$ cat config.mk
export PLATFORM = sky130hd
export DESIGN_NAME = predicate_access_scheduler
export DESIGN_NICKNAME = d
export VERILOG_FILES = /design/src/rtl/predicate_access_scheduler.sv
export SDC_FILE = /design/constraint.sdc
export NUM_CORES = 1
export LEC_CHECK = 0
export BUFFER_PORTS_ARGS = -buffer_cell sky130_fd_sc_hd__clkbuf_2
export CAP_MARGIN = 10
export CORE_UTILIZATION = 35
export CTS_CLUSTER_DIAMETER = 50
export DETAILED_ROUTE_END_ITERATION = 6
export PLACE_DENSITY = 0.73
export SYNTH_ARGS = -nofsm -noshare
export SYNTH_HDL_FRONTEND = slang
export SYNTH_SLANG_ARGS = --single-unit
$ cat constraint.sdc
create_clock -name clk -period 2.5 [get_ports clk]
set_input_delay 0.25 -clock clk [delete_from_list [all_inputs] [get_ports clk]]
set_output_delay 0.25 -clock clk [all_outputs]
set_load 0.05 [all_outputs]
$ cat src/rtl/predicate_access_scheduler.sv
// Front-end for predicate_register_block. It merges issue-stage reads, writeback writes and a
// per-warp bulk clear onto register-block ports that all share one warp_selector.
module predicate_access_scheduler #(
    parameter int NUM_LANES = 8,
    parameter int NUM_REGS  = 16,
    parameter int NUM_WARPS = 16,
    localparam int RA = $clog2(NUM_REGS),
    localparam int WA = $clog2(NUM_WARPS)
) (
    input  logic                 clk,
    input  logic                 rst,

    // Handshake: a request transfers in a cycle where valid and ready are both 1. The requester
    // holds every field stable until that cycle. rd_ready, wr_ready and clr_ready are
    // combinational in the current inputs and state. rd_ready and wr_ready are the grants.
    input  logic                 rd_valid,
    output logic                 rd_ready,
    input  logic [WA-1:0]        rd_warp,
    input  logic [RA-1:0]        rd_addr0,
    input  logic [RA-1:0]        rd_addr1,
    input  logic [NUM_LANES-1:0] rd_mask,
    output logic                 rsp_valid,
    output logic [NUM_LANES-1:0] rsp_data0,
    output logic [NUM_LANES-1:0] rsp_data1,

    input  logic                 wr_valid,
    output logic                 wr_ready,
    input  logic [WA-1:0]        wr_warp,
    input  logic [RA-1:0]        wr_addr,
    input  logic [NUM_LANES-1:0] wr_mask,
    input  logic [NUM_LANES-1:0] wr_data,

    input  logic                 clr_valid,
    output logic                 clr_ready,
    input  logic [WA-1:0]        clr_warp,
    output logic                 clr_done,

    output logic [NUM_LANES-1:0] pr_read_en_0,
    output logic [NUM_LANES-1:0] pr_read_en_1,
    output logic [RA-1:0]        pr_raddr_0,
    output logic [RA-1:0]        pr_raddr_1,
    output logic [NUM_LANES-1:0] pr_write_en,
    output logic [RA-1:0]        pr_waddr,
    output logic [NUM_LANES-1:0] pr_wdata,
    output logic [WA-1:0]        pr_warp_selector,
    input  logic [NUM_LANES-1:0] pr_rdata_0,
    input  logic [NUM_LANES-1:0] pr_rdata_1,

    output logic [0:0]           dbg_state_o
);

    localparam logic [0:0] ST_IDLE  = 1'b0;
    localparam logic [0:0] ST_CLEAR = 1'b1;

    localparam logic [RA-1:0] LAST_REG = RA'(NUM_REGS - 1);

    logic [0:0]           state_q, state_d;
    logic [RA-1:0]        cnt_q, cnt_d;
    logic [WA-1:0]        clr_w_q, clr_w_d;
    logic                 prio_q, prio_d;      // 0: write wins a cross-warp conflict
    logic [WA-1:0]        sel_q, sel_d;
    logic                 done_q, done_d;
    logic                 rsp_valid_q, rsp_valid_d;
    logic [NUM_LANES-1:0] rsp0_q, rsp0_d;
    logic [NUM_LANES-1:0] rsp1_q, rsp1_d;

    logic in_idle;
    logic clear_active;
    logic conflict;
    logic rd_grant;
    logic wr_grant;
    logic clr_accept;

    assign in_idle      = (state_q == ST_IDLE);
    assign clear_active = (state_q == ST_CLEAR) && !rst;
    assign conflict     = !rst && in_idle && rd_valid && wr_valid && (rd_warp != wr_warp);

    always_comb begin
        rd_grant = 1'b0;
        wr_grant = 1'b0;
        if (!rst) begin
            if (in_idle) begin
                if (rd_valid && wr_valid) begin
                    if (rd_warp == wr_warp) begin
                        rd_grant = 1'b1;
                        wr_grant = 1'b1;
                    end else if (prio_q) begin
                        rd_grant = 1'b1;
                    end else begin
                        wr_grant = 1'b1;
                    end
                end else begin
                    rd_grant = rd_valid;
                    wr_grant = wr_valid;
                end
            end else begin
                // The clear owns the selector, so only reads of the clearing warp can share it.
                rd_grant = rd_valid && (rd_warp == clr_w_q);
            end
        end
    end

    assign rd_ready   = rd_grant;
    assign wr_ready   = wr_grant;
    assign clr_ready  = in_idle && !rst;
    assign clr_accept = clr_valid && clr_ready;

    always_comb begin
        state_d = state_q;
        cnt_d   = cnt_q;
        clr_w_d = clr_w_q;
        done_d  = 1'b0;
        prio_d  = conflict ? ~prio_q : prio_q;
        if (clr_accept) begin
            state_d = ST_CLEAR;
            cnt_d   = '0;
            clr_w_d = clr_warp;
        end else if (clear_active) begin
            if (cnt_q == LAST_REG) begin
                state_d = ST_IDLE;
                cnt_d   = '0;
                done_d  = 1'b1;
            end else begin
                cnt_d = cnt_q + RA'(1);
            end
        end
    end

    always_comb begin
        pr_read_en_0 = '0;
        pr_read_en_1 = '0;
        pr_raddr_0   = '0;
        pr_raddr_1   = '0;
        if (rd_grant) begin
            pr_read_en_0 = rd_mask;
            pr_read_en_1 = rd_mask;
            pr_raddr_0   = rd_addr0;
            pr_raddr_1   = rd_addr1;
        end
    end

    always_comb begin
        pr_write_en = '0;
        pr_waddr    = '0;
        pr_wdata    = '0;
        if (clear_active) begin
            pr_write_en = {NUM_LANES{1'b1}};
            pr_waddr    = cnt_q;
        end else if (wr_grant) begin
            pr_write_en = wr_mask;
            pr_waddr    = wr_addr;
            pr_wdata    = wr_data;
        end
    end

    // With no access the selector keeps its last driven value to avoid needless toggling.
    always_comb begin
        sel_d = sel_q;
        if (clear_active) begin
            sel_d = clr_w_q;
        end else if (wr_grant) begin
            sel_d = wr_warp;
        end else if (rd_grant) begin
            sel_d = rd_warp;
        end
    end

    assign pr_warp_selector = sel_d;

    always_comb begin
        rsp_valid_d = rd_grant;
        rsp0_d      = rsp0_q;
        rsp1_d      = rsp1_q;
        if (rd_grant) begin
            rsp0_d = pr_rdata_0 & rd_mask;
            rsp1_d = pr_rdata_1 & rd_mask;
        end
    end

    always_ff @(posedge clk) begin
        if (rst) begin
            state_q     <= ST_IDLE;
            cnt_q       <= '0;
            clr_w_q     <= '0;
            prio_q      <= 1'b0;
            sel_q       <= '0;
            done_q      <= 1'b0;
            rsp_valid_q <= 1'b0;
            rsp0_q      <= '0;
            rsp1_q      <= '0;
        end else begin
            state_q     <= state_d;
            cnt_q       <= cnt_d;
            clr_w_q     <= clr_w_d;
            prio_q      <= prio_d;
            sel_q       <= sel_d;
            done_q      <= done_d;
            rsp_valid_q <= rsp_valid_d;
            rsp0_q      <= rsp0_d;
            rsp1_q      <= rsp1_d;
        end
    end

    assign rsp_valid   = rsp_valid_q;
    assign rsp_data0   = rsp0_q;
    assign rsp_data1   = rsp1_q;
    assign clr_done    = done_q;
    assign dbg_state_o = state_q;

endmodule

==> results.ini, run 1 <==
[clocking]
ctsLongestPathBuffers = 2
cts_tree = yes
cts.sinks = 32
clk_pin_slew_ns = 0.07
numCtsBuffers = 5
hold_buffers = 0
clkLatencyLatePin_ns = 0.28
htree_num_levels = 2
cts_root_buf = clkbuf_8

[pwr]
power_density_mw_per_mm2 = 502
leakagePower_nw = 1.53
peakVddDrop_uv = 230

[floorplanning]
coreArea_mm2 = 0.00479
start_util_pct = 36.8
die_area_mm2 = 0.00532
ios = 139
rows = 25
die_w_um = 72.9
fp.dieH_um = 72.9

[synthesis]
synthCells = 231
yosys_warnings = 0
syn_area_mm2 = 0.00176
seq_area_frac_synth_pct = 36.4
ys_ff_latch = 32
synthDominantCellAreaShare_pct = 36.4
synthTopCellsByArea = dfxtp_1, and2_1, nand2_1
synth_cell_types = 33
synth.avg_cell_area_um2 = 7.63
yosys.area.top_type = dfxtp_1
syn_nets = 301

[timing]
rsz0062_at_grt = true
slew-limit-headroom_pct = 56.2
hold_viol = 0
tightest_slew_ns = 0.655
holdWs_ns = 0.205
layout_setup_ws_ns = -0.0292
min_period_over_period_pct = 101
finalSetupViolCount = 8
fmax_ghz = 0.395
finClkSkew_ns = 0.00551
period_minus_slack_ns = 2.53
slew_violations = 0

[setup_path]
cp-start-kind = flip-flop
r2r-start = clr_w_q[3]$_SDFFE_PP0P_
cp_max_fo = 4
crit_required_ns = 2.25
slowest_stage = o41a_1
crit_family = compound AO/OA/AOI/OAI gates
crit_buf_inv = 2
critical_path_class = flip-flop to output pin
critical_path_arrival_ns = 2.28
r2r_end = rsp_data0[3]$_SDFFE_PP0N_
startpoint = clr_w_q[3]$_SDFFE_PP0P_
cp.depth = 7
slowest_delay_ns = 0.42
ff2ff_path_depth = 10
path_cells = xor2_1 -> o41a_1 -> a2111o_1 -> buf_6 -> mux2i_2 -> a21oi_2 -> buf_12
cp-end-kind = output pin
rrSetupSlack_ns = 0.20
crit_path_end = pr_warp_selector[3]

[routing]
via_per_inst = 4.95
ant_nets = 0
drt-initial-drc-count = 86
wl_mm = 6.18
drc = 0
dr.pass1.iters = 4
route.detailed.wl_per_inst_um = 14.1
vias = 2169

[cells_and_area]
nets = 440
final_cell_mix = clkbuf_2, nand2_1, dfxtp_1, a21oi_1
final_cells = 438
synthToLayoutAreaGrowth_pct = 77.3
insertedDiodeCount = 0
utilization_pct = 65.3
drive_gt1_share_pct = 51.8
mostFrequentLayoutCell = clkbuf_2

[grt]
grt_pass1_wl_mm = 9.08
grt_overflow = 0
grt_pass1_vias = 1948
gr-usage-all-layers_pct = 22.6
antenna_found_initial = 0
grt_max_degree = 25

[placement]
hpwl_mm = 4.19
place.gp.congestion = 0.843
placedCellCount = 424
portBuffers = 138

[min_path]
holdCritPathClass = input pin to flip-flop

[status]
violations = negative setup slack
status = finished with violations

[flow_run]
drv_cap = 0

[per-stage QoR]
step	power [mW]	setup TNS [ns]	area (um^2)	worst slack [ns]
detailed placement	1.09	0	2620	0.0571
floorplan	0.911	-0.199	1800	-0.0665
global placement	1.08	0	2620	0.0908
global route	1.65	-1.37	3120	-0.127
finish	1.57	-0.140	3120	-0.0292
CTS	1.57	-0.452	3110	-0.0402
[worst min-delay path by stage]
stage                         startpoint                         to  slack [ns]  depth (start not counted)
6_report                     clr_warp[2]    clr_w_q[2]$_SDFFE_PP0P_        0.21                          3
5_1_grt                      clr_warp[0]    clr_w_q[0]$_SDFFE_PP0P_        0.21                          3
4_1_cts                      clr_warp[2]    clr_w_q[2]$_SDFFE_PP0P_        0.20                          3
3_5_place_dp   rsp_data1[2]$_SDFFE_PP0N_  rsp_data1[2]$_SDFFE_PP0N_        0.45                          2
3_3_place_gp   rsp_data1[1]$_SDFFE_PP0N_  rsp_data1[1]$_SDFFE_PP0N_        0.44                          2
2_1_floorplan                clr_warp[0]    clr_w_q[0]$_SDFFE_PP0P_        0.40                          2
[logic make-up after synthesis]
family / count (synthesis) / share of synthesized area (%)
AND/OR/NAND/NOR: 106 / 29.6
AO/OA/AOI/OAI: 45 / 15.3
flip-flops: 32 / 36.4
buffers and inverters: 29 / 8.45
XOR/XNOR: 10 / 4.97
multiplexers: 8 / 4.55
adder cells (fa/ha/maj): 1 / 0.710
[cell usage after synthesis]
cell type,instances
a21oi_1,24
nand3_1,17
or3b_2,1
nor3_1,2
o41a_1,1
buf_1,1
clkbuf_1,11
a22oi_1,4
a22o_1,2
xor2_1,6
clkinv_1,1
nand2_1,38
mux2i_1,8
buf_4,10
ha_1,1
a2111o_1,1
inv_1,3
nor2b_1,2
o21ai_1,3
nand2b_1,2
o21ai_0,3
o22ai_1,4
nand4_1,1
inv_2,1
o31a_1,1
a31oi_1,1
nor2_1,13
a311o_1,1
nor3b_1,6
and2_1,24
dfxtp_1,32
xnor2_1,4
buf_2,2
[worst register-to-register path, cell delays in order (launching register included)]
cell      delay (ns)
dfxtp_2         0.33
xor2_1          0.16
o41a_1          0.42
a2111o_1        0.41
inv_2           0.12
buf_4           0.12
buf_6           0.09
buf_4           0.18
buf_4           0.16
nand3_1         0.07
a21oi_1         0.16
[state kept, by name, indices dropped and copies added, names as in the netlist]
| register | cells |
|---|---|
| clr_done | 1 |
| clr_w_q | 4 |
| cnt_q | 4 |
| dbg_state_o | 1 |
| prio_q | 1 |
| rsp_data0 | 8 |
| rsp_data1 | 8 |
| rsp_valid | 1 |
| sel_q | 4 |
[area by class of cell]
type,instances,area (um^2)
Sequential cell,32,643
Tap cell,67,83.8
Timing Repair Buffer,156,1240
Multi-Input combinational cell,170,1040
Inverter,5,18.8
Clock inverter,2,10.0
Clock buffer,6,82.6
Fill cell,378,1660
[layer usage]
layer | global-route usage [%] | share of wire [%] | vias to the layer above
met5 | 0 | 0 | -
met4 | 11.3 | 2.1 | 0
met3 | 7.04 | 9.9 | 12
met2 | 40.3 | 50 | 142
met1 | 24.1 | 38 | 971
li1 | - | - | 1044
[timing repair]
action                                  CTS  global route
buffers inserted                          4             2
pin swaps                                 8            12
endpoints found under the setup margin   29            29
resized for setup                        67            29
gates cloned                              2             0
[report_power, final]
group / switching [mW] / internal, mW
Combinational: 0.376 / 0.240
Sequential: 0.0142 / 0.532
Clock: 0.187 / 0.219
No activity file was read; power rests on OpenSTA's default activity.
==> run 2: changes to the inputs <==
- clock period: 2.5 -> 3.2 ns (I/O delays scaled with it)
==> run 2 against run 1 <==
Net effect:
- the run now ends clean
- die area is the same
- non-clock buffer count is 13 lower
- sequential share of layout area is 4.6 points higher
- global-route usage shrank 4.1 points
- register-to-register slack better by 0.76 ns
- clock power fell by 19%
- critical path depth shrank 1
- total power is 28% lower
- clock-buffer cell count is 1 higher
- critical endpoint is now pr_read_en_0[1]
==> results.ini, run 2 (synthesis gave the netlist of run 1 again) <==
[routing]
wl_mm = 4.88
via_per_inst = 4.81
drt-initial-drc-count = 64
vias = 2041
dr.pass1.iters = 4
ant_nets = 0
drc = 0
route.detailed.wl_per_inst_um = 11.5

[placement]
place.gp.congestion = 0.794
place_area_mm2 = 0.00244
portBuffers = 138
dp_slack_ns = 0.478
hpwl_mm = 3.95

[timing]
hold_viol = 0
finClkSkew_ns = 0.00304
rsz0062_at_grt = false
slew_violations = 0
min_period_over_period_pct = 92.0
fmax_ghz = 0.340
finalSetupTns_ns = 0
finalSetupViolCount = 0
holdWs_ns = 0.273
tightest_slew_ns = 0.595
period_minus_slack_ns = 2.94
layout_setup_ws_ns = 0.257
slew-limit-headroom_pct = 60.3

[cells_and_area]
final_cell_area_mm2 = 0.00254
register_area_um2 = 641
drive_gt1_share_pct = 42.6
mostFrequentLayoutCell = clkbuf_2
multiInputGateArea_um2 = 972
synthToLayoutAreaGrowth_pct = 44.2
n_fill_cell = 480
nets = 427
insertedDiodeCount = 0
final_cell_mix = clkbuf_2, nand2_1, dfxtp_1, and2_1, a21oi_1

[setup_path]
crit_required_ns = 2.88
ff2ff_path_depth = 6
cp-end-kind = output pin
cp_max_fo = 33
critical_path_class = flip-flop to output pin
cp-start-kind = flip-flop
critical_path_arrival_ns = 2.62

[pwr]
peakVddDrop_uv = 194
power_density_mw_per_mm2 = 443
leakagePower_nw = 1.34

[floorplanning]
fp.dieH_um = 72.9
ios = 139
die_area_mm2 = 0.00532
coreArea_mm2 = 0.00479
die_w_um = 72.9
rows = 25
start_util_pct = 36.8

[clocking]
numCtsBuffers = 5
clk_pin_slew_ns = 0.06
ctsLongestPathBuffers = 2
cts_root_buf = clkbuf_8
cts_resized = 0
cts_setup_buffers = 0
cts.sinks = 32
htree_num_levels = 2
hold_buffers = 0
cts_tree = yes
clkLatencyLatePin_ns = 0.28

[status]
status = finished, final reports clean

[min_path]
holdCritPathClass = input pin to flip-flop
holdPathStages = 3

[grt]
grt_pass1_wl_mm = 7.56
antenna_found_initial = 0
gr-usage-all-layers_pct = 18.6
grt_max_degree = 34
grt_overflow = 0
grt_pass1_vias = 1714

[flow_run]
drv_cap = 0

-- run 2: cell count changes in the layout (fill, tap and decap cells not counted), sizes merged --
| cell | previous run | this run |
|---|---|---|
| clkbuf | 123 | 145 |
| buf | 39 | 5 |
| clkinv | 3 | 1 |
-- run 2: report_power, final --
part	switching (mW)	total [mW]	internal, mW
Sequential	0.0129	0.428	0.415
Combinational	0.262	0.367	0.105
Clock	0.139	0.330	0.191
Total	0.414	1.13	0.712
-- run 2: worst max-delay path, cell delays in order, from the launching register on --
cell      delay [ns]
dfxtp_1         0.36
xor2_1          0.18
o41a_1          0.41
a2111o_1        0.52
inv_2           0.38
and2_1          0.21
clkbuf_2        0.29
-- run 2: routing by layer --
layer	part of all wire (%)	GRT usage (%)	vias up
met4	0.94	5.23	0
met2	51	37.0	123
met1	40	18.5	882
li1	-	-	1029
met3	8.6	5.25	7
met5	0	0	-
-- run 2: area by class of cell --
type                    instances  area share (%)
clock buffers                   7            3.79
well taps                      67            3.30
flip-flops and latches         32            25.2
inverters                       5           0.739
multi-input cells             170            38.3
repair buffers                143            28.7
-- run 2: metrics by stage --
stage	power, mW	util (%)	instances
finish	1.13	53.1	424
CTS	1.14	53.1	424
detailed placement	0.806	51.1	417
global route	1.18	53.1	424
global placement	0.802	51.1	417
floorplan	0.703	-	231
-- run 2: worst paths after layout --
kind | startpoint | to | slack (ns)
setup / recovery | clr_w_q[0]$_SDFFE_PP0P_ | pr_read_en_0[1] | 0.26
hold / removal | clr_warp[1] | clr_w_q[1]$_SDFFE_PP0P_ | 0.27
setup reg to reg | clr_w_q[0]$_SDFFE_PP0P_ | rsp_data0[0]$_SDFFE_PP0N_ | 0.96
hold reg to reg | rsp_data0[0]$_SDFFE_PP0N_ | rsp_data0[0]$_SDFFE_PP0N_ | 0.45
